### config.mk
export PLATFORM = sky130hd
export DESIGN_NAME = div_share_ctrl
export DESIGN_NICKNAME = d
export VERILOG_FILES = /design/src/rtl/div_share_ctrl.sv
export SDC_FILE = /design/constraint.sdc
export NUM_CORES = 1
export LEC_CHECK = 0
export ABC_CLOCK_PERIOD_IN_PS = 3000
export BUFFER_PORTS_ARGS = -buffer_cell sky130_fd_sc_hd__clkbuf_2
export CORE_AREA = 2 2 203 205
export CTS_CLUSTER_SIZE = 16
export DETAILED_ROUTE_END_ITERATION = 8
export DIE_AREA = 0 0 205 207
export PLACE_DENSITY = 0.55
export SYNTH_ARGS = -nofsm -noshare
export SYNTH_HDL_FRONTEND = slang
export SYNTH_SLANG_ARGS = --single-unit
### constraint.sdc
create_clock -name CLK -period 3 [get_ports CLK]
set_input_delay 0.3 -clock CLK [delete_from_list [all_inputs] [get_ports CLK]]
set_output_delay 0.3 -clock CLK [all_outputs]
set_load 0.02 [all_outputs]
### src/rtl/div_share_ctrl.sv
// Shares one iterative divider core between two requesters.
// A round-robin grant picks a requester, its operands are latched and the core
// is started with a single-cycle pulse. The result (or a divide-by-zero or
// watchdog-timeout answer) is held on the shared response port until it is
// consumed.
//
// state | meaning
// ------+-----------------------------------------------------------------
// IDLE  | waiting for a request; READY is offered to the granted requester
// ISSUE | CORE_START high for this one cycle, watchdog counter cleared
// WAIT  | counting cycles until CORE_DONE or the watchdog limit
// RESP  | response held valid until RSP_READY

module div_share_ctrl #(
    parameter int DW      = 64,
    parameter int RW      = 32,
    parameter int TIMEOUT = 64
) (
    input  logic          CLK,
    input  logic          RST,

    input  logic          REQ0_VALID,
    output logic          REQ0_READY,
    input  logic [DW-1:0] REQ0_DVD,
    input  logic [DW-1:0] REQ0_DSR,

    input  logic          REQ1_VALID,
    output logic          REQ1_READY,
    input  logic [DW-1:0] REQ1_DVD,
    input  logic [DW-1:0] REQ1_DSR,

    output logic          RSP_VALID,
    input  logic          RSP_READY,
    output logic          RSP_ID,
    output logic [RW-1:0] RSP_Q,
    output logic [RW-1:0] RSP_R,
    output logic [1:0]    RSP_ERR,

    output logic          CORE_START,
    output logic [DW-1:0] CORE_DVD,
    output logic [DW-1:0] CORE_DSR,
    input  logic          CORE_DONE,
    input  logic [RW-1:0] CORE_Q,
    input  logic [RW-1:0] CORE_R
);

    // Counter only has to reach TIMEOUT-1, so clog2(TIMEOUT) bits suffice.
    localparam int            CW       = (TIMEOUT > 2) ? $clog2(TIMEOUT) : 1;
    localparam logic [CW-1:0] CNT_LAST = CW'(TIMEOUT - 1);

    localparam logic [1:0] ERR_OK   = 2'b00;
    localparam logic [1:0] ERR_DIV0 = 2'b01;
    localparam logic [1:0] ERR_TOUT = 2'b10;

    typedef enum logic [1:0] {
        IDLE  = 2'd0,
        ISSUE = 2'd1,
        WAIT  = 2'd2,
        RESP  = 2'd3
    } state_t;

    state_t        state;
    logic          rr_ptr;
    logic [CW-1:0] wait_cnt;

    logic          grant0;
    logic          grant1;
    logic          accept;
    logic          grant_id;
    logic [DW-1:0] sel_dvd;
    logic [DW-1:0] sel_dsr;

    // Round-robin grant: a lone requester always wins, a tie goes to rr_ptr.
    always_comb begin
        grant0 = REQ0_VALID && (!REQ1_VALID || !rr_ptr);
        grant1 = REQ1_VALID && (!REQ0_VALID ||  rr_ptr);
    end

    assign REQ0_READY = (state == IDLE) && grant0;
    assign REQ1_READY = (state == IDLE) && grant1;
    assign accept     = REQ0_READY || REQ1_READY;
    assign grant_id   = REQ1_READY;
    assign sel_dvd    = grant_id ? REQ1_DVD : REQ0_DVD;
    assign sel_dsr    = grant_id ? REQ1_DSR : REQ0_DSR;

    // Sequencer with all response and core-side outputs registered.
    always_ff @(posedge CLK) begin
        if (RST) begin
            state      <= IDLE;
            rr_ptr     <= 1'b0;
            wait_cnt   <= '0;
            CORE_START <= 1'b0;
            CORE_DVD   <= '0;
            CORE_DSR   <= '0;
            RSP_VALID  <= 1'b0;
            RSP_ID     <= 1'b0;
            RSP_Q      <= '0;
            RSP_R      <= '0;
            RSP_ERR    <= ERR_OK;
        end else begin
            CORE_START <= 1'b0;
            case (state)
                IDLE: begin
                    if (accept) begin
                        CORE_DVD <= sel_dvd;
                        CORE_DSR <= sel_dsr;
                        RSP_ID   <= grant_id;
                        rr_ptr   <= ~grant_id;
                        if (sel_dsr == '0) begin
                            // Answered locally; the core is never started.
                            RSP_Q     <= '1;
                            RSP_R     <= sel_dvd[RW-1:0];
                            RSP_ERR   <= ERR_DIV0;
                            RSP_VALID <= 1'b1;
                            state     <= RESP;
                        end else begin
                            CORE_START <= 1'b1;
                            state      <= ISSUE;
                        end
                    end
                end
                ISSUE: begin
                    wait_cnt <= '0;
                    state    <= WAIT;
                end
                WAIT: begin
                    wait_cnt <= wait_cnt + CW'(1);
                    // DONE is checked first so it wins over a same-cycle timeout.
                    if (CORE_DONE) begin
                        RSP_Q     <= CORE_Q;
                        RSP_R     <= CORE_R;
                        RSP_ERR   <= ERR_OK;
                        RSP_VALID <= 1'b1;
                        state     <= RESP;
                    end else if (wait_cnt == CNT_LAST) begin
                        RSP_Q     <= '0;
                        RSP_R     <= '0;
                        RSP_ERR   <= ERR_TOUT;
                        RSP_VALID <= 1'b1;
                        state     <= RESP;
                    end
                end
                RESP: begin
                    // READY is only offered in IDLE, so no accept can overlap
                    // the handshake cycle.
                    if (RSP_READY) begin
                        RSP_VALID <= 1'b0;
                        state     <= IDLE;
                    end
                end
                default: state <= IDLE;
            endcase
        end
    end

endmodule

* Word-level counts from Yosys, hierarchy flattened
Cells that the tools add are included.
Cells by class: add/subtract/negate cells 1, equal/unequal tests 8, multiplexer cells 30, bitwise operators 3, reductions and logical operators 20
Operators with widths (number):
- 32-bit two-way mux | 7
- 64-bit two-way mux | 2
- 32-bit case mux with 2 select lines | 2
- 64-bit zero test | 1
- 2-bit two-way mux | 9
- 6-bit case mux with 2 select lines | 1
- 2-bit case mux with 4 select lines | 1
- 6-bit by 1-bit adder with 6-bit output, second input constant | 1
- 6-bit equality test, second input constant | 1
- 1-bit two-way mux | 6
- 5-bit AND reduction | 1
- 2-bit equality test, second input constant | 2
- 1-bit logical AND | 4
- 2-bit != test, second input constant | 2
- 2-bit case mux with 2 select lines | 1
- 4-bit AND reduction | 1
- 2-bit nonzero test | 2
- 1-bit zero test | 3
- 1-bit logical OR | 3
- 3-bit != test, second input constant | 1
- 1-bit NOT | 3
- 1-bit case mux with 3 select lines | 1
- 3-bit AND reduction | 1
- 3-bit nonzero test | 1
- other kinds (5) | 5
Word-level totals: flip-flop bits (word level) 206, bits of input ports 326, logic and storage cells 73

* Longest topological paths before layout
Gate-level depths: netlist of run 1.
word-level depth 9, mapped depth 12, gate-level depth less buffers 8

* Worst setup path before layout of run 1
No wires, ideal clock.
path kind reg-to-output, from reg state[0], to out REQ0_READY, arrival 1.879 ns, setup slack 0.821 ns, stages on the path, launching flop included 10, buffers on the path 4, path through dfxtp_1 inv_1 ha_1 buf_2 nand2_1 a21oi_1 buf_2 buf_2 nor2_1 clkbuf_1
Between the ends: longest elaborated chain between the ends 2
RTL lines:
- from (decl) | RTL line 62 | state_t state;
- from (signal assigned) | RTL line 89 | state <= IDLE;
- from (signal assigned) | RTL line 115 | state <= RESP;
- from (signal assigned) | RTL line 118 | state <= ISSUE;
- 2-bit zero test | RTL line 79 | assign REQ0_READY = (state == IDLE) && grant0;
- 1-bit logical AND | RTL line 79
- to (decl) | RTL line 23 | output logic REQ0_READY,
Every way passes these cells.

* Final worst setup path of run 1
Ends and elaborated chain as after synthesis.

==> PnR_summary.wiki, run 1 <==
{| class="wikitable"
! Metric !! Value
|-
| Yosys warnings || 0
|-
| Total DRC errors in the routed layout || 0
|-
| Max IR drop VDD || between 0.0003 and 0.0004 V
|-
| Source-to-sink clock delay at the later pin of the worst-skew pair || roughly 0.54 ns
|-
| Most common cell in the synthesized netlist || sky130_fd_sc_hd__dfxtp_1
|-
| Proportion of synthesized chip area in sequential cells || between 40% and 50%
|-
| Core Area || 0.0404 mm2
|-
| DR WL met3 || around 2800 um
|-
| Switch Pwr || ~4.8 mW
|-
| End point of the worst hold path || CORE_DVD[45]
|-
| TNS Setup || 0 ns
|-
| Largest fanout on the critical path || 54
|-
| Measured slew at the worst slew-check pin || about 0.78 ns
|-
| Post-synthesis cell count || roughly 1,100
|-
| Setup slack of the worst register-to-register path || 0.27 ns
|-
| Nature of the critical path startpoint || flop
|-
| Cells taking the most area after synthesis || sky130_fd_sc_hd__dfxtp_1, sky130_fd_sc_hd__mux2i_1, sky130_fd_sc_hd__a211oi_1
|-
| H-tree depth || 1
|-
| Routed via count || 10,200
|-
| Depth of the worst hold-timing path || 3
|-
| Layout cells sized above 1 || 37.9%
|-
| Cell area after synthesis || 0.00936 mm2
|-
| Switching share of power || between 40% and 50%
|-
| Type of destination of the critical path || output pin
|-
| Compound-cell area share of the yosys netlist || 24.3%
|-
| Portion of the clock cycle consumed by the worst path in the final layout || 93.6%
|-
| Minimum clock period || roughly 2.8 ns
|-
| Port Buffers || 524
|-
| Detailed router's first-iteration violation count || ~630
|-
| Hold wc startpoint || REQ1_DVD[45]
|-
| Maximum number of pins on one net before global-route repair || 81
|-
| Dpl hpwl || about 28,000 um
|-
| Number of maximum-capacitance violations || 0
|-
| Initial Util || 23.2%
|-
| Max-slew violations || 0
|-
| Share of power burned in the clock network || about a quarter
|-
| Flop pwr share || between 30% and 40%
|-
| Proportion of power drawn by combinational gates || between 40% and 50%
|-
| Met2 wirelength from detailed routing || 18,600 um
|-
| Wire length of the first global-routing pass || roughly 56,000 um
|-
| Chip Width || about 210 um
|-
| Antenna violations before repair || 2
|-
| Row count || 74
|-
| Xor and xnor fraction of the mapped netlist area || less than 1%
|-
| Count of distinct cell types in the synthesized netlist || 40
|-
| Area share of the leading cell type in the synthesized netlist || 44.1%
|-
| Total track usage || between 15 and 20%
|-
| PD cells || approximately 870 mW/mm2
|-
| Final weighted congestion in routability-driven placement || 0.863
|-
| Arrival time at the worst endpoint || 2.51 ns
|-
| TritonCTS Buffers || 26
|-
| Internal power consumption || 7.16 mW
|-
| CTS tree || done
|-
| Vertical die dimension || ~210 um
|-
| Simple-gate area share of the yosys netlist || about 14%
|-
| Number of cells on the worst reg-to-reg path || 7
|-
| Count of flip-flops with a built-in enable after synthesis || 0
|-
| Tightest slew margin relative to the limit || between 40% and 50%
|-
| Root buf cell || sky130_fd_sc_hd__clkbuf_16
|-
| Maximum clock insertion buffer count || 3
|-
| Number of endpoints with negative hold slack in the final report || 0
|-
| Origin of the critical flop-to-flop path || state[0]
|-
| DRT antenna net count || 0
|-
| Setup Buffers After CTS || 0
|-
| Die area || 0.0424 mm2
|-
| LEAKAGE || 6.07 nW
|-
| Critical path start-end classification || reg -> out
|-
| Metal1 wirelength || ~16,000 um
|-
| Kind of path behind the tightest hold check || in -> reg
|-
| Number of primary I/O pins || around 530
|-
| Overflow left after global routing || 0
|-
| Worst hold slack after final layout || around 0.07 ns
|-
| Most frequent cells after synthesis || sky130_fd_sc_hd__dfxtp_1, sky130_fd_sc_hd__nor2_1, sky130_fd_sc_hd__mux2i_1, sky130_fd_sc_hd__a211oi_1, sky130_fd_sc_hd__clkbuf_1
|-
| Via density per instance || about 4.8
|-
| Dominant combinational cell family by area after synthesis || compound AO/OA/AOI/OAI gates
|-
| Async SR Flop Fraction || 0%
|-
| Register clock-pin slew on the reported worst setup and hold paths || 0.06 ns
|-
| RSZ-0062 raised after global routing || no
|-
| Layout Nets || between 1,500 and 2,000
|-
| Filler cell count in the final layout || roughly 4,300
|-
| Total detailed-routing wirelength || ~38,000 um
|-
| Worst EP required || 2.70 ns
|-
| Max Clock Skew || roughly 0.011 ns
|-
| Area Overhead vs Synth || 47.1%
|-
| Multiplexer fraction of the synthesized cell area || 10.5%
|-
| Number of global-route vias before repair || ~10,000
|-
| Finish-stage setup viols || 0
|-
| Run status || finished, final reports clean
|-
| Commonest register cell after synthesis || sky130_fd_sc_hd__dfxtp_1
|-
| Capture point of the worst reg-to-reg path || CORE_DSR[15]
|-
| Synthesized area per cell || 8.79 um2
|-
| Sinks on the clock net || between 200 and 250
|-
| Register bit count reported by yosys || between 200 and 250
|-
| Wire length per cell || between 15 and 20 um
|-
| Achievable Freq || between 300 and 400 MHz
|-
| First-pass iteration count of the detailed router || 5
|-
| Uppermost signal routing layer after detailed routing || met4
|-
| Cell taking the most area after synthesis || sky130_fd_sc_hd__dfxtp_1
|-
| Area share of fa/ha/maj cells after synthesis || less than 1%
|-
| Total nets after synthesis || 1,397
|}
[cell type report]
type                    count  area (um2)  area share [%]
diodes                      2        5.00          0.0364
multi-input cells         711        4690            34.1
well taps                 532         666            4.84
repair buffers            585        3290            23.9
clock inverters             9         103           0.745
inverters                  38         143            1.04
clock buffers              36         739            5.37
flip-flops and latches    206        4120            30.0
[state kept, by name, summed over array words and instances, names as in the netlist]
register,flops
CORE_DSR,64
CORE_DVD,64
RSP_Q,32
RSP_R,32
wait_cnt,6
RSP_ERR,2
state,2
CORE_START,1
RSP_ID,1
RSP_VALID,1
rr_ptr,1
[worst max path at each step]
stage                startpoint          to  slack [ns]
floorplan              state[0]  REQ0_READY        0.82
global placement    REQ1_DSR[7]   RSP_R[31]        0.24
detailed placement  REQ1_DSR[7]   RSP_R[27]        0.17
CTS                    state[0]  REQ0_READY        0.14
global route           state[0]  REQ0_READY        0.03
finish                 state[0]  REQ0_READY        0.19
[power by group through the flow]
| stage | combinational (mW) | sequential (mW) | clock [mW] |
|---|---|---|---|
| floorplan | 2.02 | 5.03 | 0 |
| finish | 4.82 | 4.05 | 3.11 |
| detailed placement | 4.82 | 4.10 | 0 |
| CTS | 4.86 | 4.05 | 3.22 |
| global placement | 4.78 | 4.08 | 0 |
| global route | 5.23 | 4.15 | 3.33 |
[cells by family (layout without fill, tap and decap cells)]
family                   after synthesis  in the layout
adder cells (fa/ha/maj)                6              6
AND/OR/NAND/NOR                      294            294
other                                  0              2
buffers and inverters                148            668
XOR/XNOR                               4              4
multiplexers                          98             98
flip-flops                           206            206
AO/OA/AOI/OAI                        309            309
[routing by layer]
metal  vias to the layer above  GRT usage (%)
li1                       4963              -
met1                      4748           20.1
met2                       433           29.6
met3                        55           3.35
met4                         0           5.68
met5                         -              0
[worst max-delay path: stages, from the launching register on]
cell	delay (ns)
sky130_fd_sc_hd__dfxtp_1	0.32
sky130_fd_sc_hd__inv_1	0.13
sky130_fd_sc_hd__ha_1	0.36
sky130_fd_sc_hd__nand2_1	0.16
sky130_fd_sc_hd__a21oi_4	0.34
sky130_fd_sc_hd__buf_12	0.34
sky130_fd_sc_hd__nor2_2	0.10
sky130_fd_sc_hd__clkbuf_2	0.17
[layout by cell type, fill, tap and decap left out, types with 5 or more instances in the layout]
| cell type | instances |
|---|---|
| sky130_fd_sc_hd__clkbuf_2 | 523 |
| sky130_fd_sc_hd__dfxtp_1 | 206 |
| sky130_fd_sc_hd__nor2_1 | 136 |
| sky130_fd_sc_hd__mux2i_1 | 98 |
| sky130_fd_sc_hd__a211oi_1 | 97 |
| sky130_fd_sc_hd__a21oi_1 | 69 |
| sky130_fd_sc_hd__nand2_1 | 67 |
| sky130_fd_sc_hd__inv_1 | 38 |
| sky130_fd_sc_hd__nand3_1 | 35 |
| sky130_fd_sc_hd__nor4_1 | 34 |
| sky130_fd_sc_hd__a221oi_1 | 32 |
| sky130_fd_sc_hd__a311oi_1 | 32 |
| sky130_fd_sc_hd__a22o_1 | 32 |
| sky130_fd_sc_hd__a22oi_1 | 32 |
| sky130_fd_sc_hd__dlygate4sd3_1 | 32 |
| sky130_fd_sc_hd__clkbuf_16 | 27 |
| sky130_fd_sc_hd__buf_4 | 19 |
| sky130_fd_sc_hd__nand4_1 | 10 |
| sky130_fd_sc_hd__buf_12 | 10 |
| sky130_fd_sc_hd__clkbuf_1 | 6 |
| sky130_fd_sc_hd__ha_1 | 5 |
| sky130_fd_sc_hd__clkinv_2 | 5 |
[repair_timing]
action                    in CTS  in global routing
hold endpoints to repair      32                  0
hold buffers                  32                  0
resized for setup              0                  0
[stage by stage]
step / cells / setup slack (ns) / cell area (um2) / util, % / power (mW)
2_1_floorplan: 1065 / 0.821 / 9360 / - / 7.05
3_3_place_gp: 2040 / 0.235 / 12600 / 31.2 / 8.86
3_5_place_dp: 2040 / 0.165 / 12600 / 31.2 / 8.91
4_1_cts: 2117 / 0.143 / 13800 / 34.1 / 12.1
5_1_grt: 2118 / 0.0328 / 13800 / 34.1 / 12.7
6_report: 2119 / 0.192 / 13800 / 34.1 / 12.0
Power figures use the tool's default switching activity.
==> run 2: changes to the inputs <==
Settings changed: CORE_AREA 2 2 203 205 to 4 4 199 201, DIE_AREA 0 0 205 207 to 0 0 203 205, PLACE_DENSITY 0.55 to 0.56.
==> run 2 against run 1 <==
Against the previous run:
- wire length rose by 1.4%
- critical path depth did not move
- global-route usage rose by 0.30 points
- clock-buffer cell count rose by 3
==> PnR_summary.wiki, run 2 (same netlist as run 1, synthesis figures left out) <==
{| class="wikitable"
! Metric !! Value
|-
| Die area || 0.0416 mm2
|-
| Max-slew violations || 0
|-
| Source-to-sink clock delay at the later pin of the worst-skew pair || 0.53 ns
|-
| Vertical die dimension || 205 um
|-
| Initial Util || 24.9%
|-
| Number of cells on the worst reg-to-reg path || 7
|-
| Type of destination of the critical path || output pin
|-
| Minimum clock period || ~2.8 ns
|-
| Area Overhead vs Synth || 47.2%
|-
| Flop pwr share || between 30% and 40%
|-
| Run status || finished, final reports clean
|-
| Setup Buffers After CTS || 0
|-
| Most common cell after layout, fill and taps aside || sky130_fd_sc_hd__clkbuf_2
|-
| Total DRC errors in the routed layout || 0
|-
| Wire length per cell || 18.3 um
|-
| Worst EP required || around 2.7 ns
|-
| Number of cells in the finished layout apart from fillers || 2,097
|-
| Sinks on the clock net || roughly 200
|-
| Layout Nets || 1,898
|-
| H-tree depth || 1
|-
| Total track usage || between 15 and 20%
|-
| Proportion of power drawn by combinational gates || between 30% and 40%
|-
| Switch Pwr || 4.85 mW
|-
| Final design area excluding fillers || between 0.01 and 0.015 mm2
|-
| Overflow left after global routing || 0
|-
| PD cells || between 800 and 900 mW/mm2
|-
| Number of endpoints with negative hold slack in the final report || 0
|-
| Capture point of the worst reg-to-reg path || RSP_R[23]
|-
| Number of global-route vias before repair || 10,200
|-
| Share of power burned in the clock network || approximately 27%
|-
| Final weighted congestion in routability-driven placement || between 0.8 and 0.9
|-
| Number of maximum-capacitance violations || 0
|-
| Root buf cell || sky130_fd_sc_hd__clkbuf_16
|-
| Maximum clock insertion buffer count || 3
|-
| TritonCTS Buffers || 27
|-
| Fraction of the core area covered by cells at the end of the flow || a little over a third
|-
| Finish-stage setup viols || 0
|-
| Port Buffers || approximately 520
|-
| Register clock-pin slew on the reported worst setup and hold paths || roughly 0.060 ns
|-
| Chip Width || 203 um
|-
| Routed via count || between 10,000 and 15,000
|-
| Wire length of the first global-routing pass || roughly 57,000 um
|-
| Placed inst area || between 0.01 and 0.015 mm2
|-
| Arrival time at the worst endpoint || between 2 and 2.5 ns
|-
| Commonest non-fill, non-tap cells in the layout || sky130_fd_sc_hd__clkbuf_2, sky130_fd_sc_hd__dfxtp_1, sky130_fd_sc_hd__nor2_1
|-
| Layout cells sized above 1 || a little under two fifths
|-
| Placed insts || roughly 2,000
|-
| Total detailed-routing wirelength || around 38,000 um
|-
| Worst hold slack after final layout || 0.0636 ns
|-
| Dpl hpwl || 28,300 um
|-
| Max Clock Skew || ~0.0099 ns
|-
| First-pass iteration count of the detailed router || 5
|-
| DRT antenna net count || 0
|-
| End point of the critical path || REQ1_READY
|-
| Worst setup startpoint || state[0]
|-
| Core Area || approximately 0.038 mm2
|-
| Regs by FF count || CORE_DSR x64, CORE_DVD x64
|-
| Internal power consumption || between 7 and 8 mW
|-
| Nature of the critical path startpoint || flop
|-
| Measured slew at the worst slew-check pin || just over 0.8 ns
|-
| CTS tree || done
|-
| Row count || about 70
|-
| Portion of the clock cycle consumed by the worst path in the final layout || between 90 and 100%
|-
| Origin of the critical flop-to-flop path || state[0]
|-
| Tightest slew margin relative to the limit || between 40% and 50%
|-
| Achievable Freq || about 360 MHz
|-
| TNS Setup || 0 ns
|-
| Via density per instance || 4.85
|-
| Largest fanout on the critical path || 30
|-
| Maximum number of pins on one net before global-route repair || between 100 and 150
|-
| Detailed router's first-iteration violation count || 578
|-
| LEAKAGE || between 6 and 7 nW
|-
| Switching share of power || 39.9%
|-
| Minimum setup slack after placement || ~0.15 ns
|-
| Critical path start-end classification || reg -> out
|-
| Max IR drop VDD || ~0.00043 V
|-
| RSZ-0062 raised after global routing || no
|-
| Antenna violations before repair || 3
|-
| Worst setup margin || around 0.23 ns
|-
| Kind of path behind the tightest hold check || in -> reg
|-
| Total chip power || about 12 mW
|-
| Setup slack of the worst register-to-register path || approximately 0.4 ns
|-
| Number of primary I/O pins || 525
|}
run 2: changes by cell type in the layout (fill, tap and decap cells not counted):
cell	change
sky130_fd_sc_hd__clkbuf_8	+7
sky130_fd_sc_hd__buf_12	-4
sky130_fd_sc_hd__clkbuf_1	-4
sky130_fd_sc_hd__buf_4	-2
sky130_fd_sc_hd__buf_6	+2
sky130_fd_sc_hd__clkinvlp_4	+2
sky130_fd_sc_hd__clkbuf_16	+1
sky130_fd_sc_hd__clkinv_2	-1
sky130_fd_sc_hd__clkinv_4	-1
sky130_fd_sc_hd__diode_2	-1
run 2: layout make-up:
type | instances | area [um2]
repair buffers | 582 | 3240
diodes | 1 | 2.50
clock inverters | 9 | 104
well taps | 511 | 639
clock buffers | 39 | 821
flip-flops and latches | 206 | 4120
fillers | 3918 | 23800
inverters | 38 | 143
multi-input cells | 711 | 4690
run 2: how the worst min path moves through the flow:
| stage | from | endpoint | slack (ns) | cells after the start |
|---|---|---|---|---|
| 2_1_floorplan | REQ0_DVD[32] | CORE_DVD[32] | 0.44 | 2 |
| 3_3_place_gp | RSP_ERR[1] | RSP_ERR[1] | 0.45 | 2 |
| 3_5_place_dp | RSP_Q[1] | RSP_Q[1] | 0.46 | 2 |
| 4_1_cts | REQ1_DVD[44] | CORE_DVD[44] | 0.05 | 3 |
| 5_1_grt | REQ1_DVD[33] | CORE_DVD[33] | 0.04 | 3 |
| 6_report | REQ1_DVD[37] | CORE_DVD[37] | 0.06 | 3 |
run 2: repair_timing:
item,4_1_cts,5_1_grt
hold buffers,32,0
hold endpoints to repair,32,0
setup endpoints to repair,0,1
gates resized for setup,0,2
run 2: routing by layer:
layer  track usage, %  share of wire, %  vias up
li1                 -                 -     4950
met1             21.1                41     4693
met2             28.5                47      452
met3             4.75               8.8       75
met4             6.38               3.3        4
met5                0             0.070        -
run 2: critical path: stages, from the launching register on:
cell and delay, ns:
sky130_fd_sc_hd__dfxtp_1 0.33, sky130_fd_sc_hd__inv_1 0.13, sky130_fd_sc_hd__ha_1 0.19, sky130_fd_sc_hd__nand2_1 0.10
sky130_fd_sc_hd__a21oi_4 0.32, sky130_fd_sc_hd__clkbuf_16 0.34, sky130_fd_sc_hd__buf_6 0.28, sky130_fd_sc_hd__clkbuf_2 0.22
run 2: power by group through the flow:
stage	sequential, mW	combinational (mW)	clock [mW]
2_1_floorplan	5.03	2.02	0
3_3_place_gp	4.06	4.77	0
3_5_place_dp	4.09	4.81	0
4_1_cts	4.05	4.85	3.42
5_1_grt	4.14	5.23	3.54
6_report	4.04	4.82	3.31
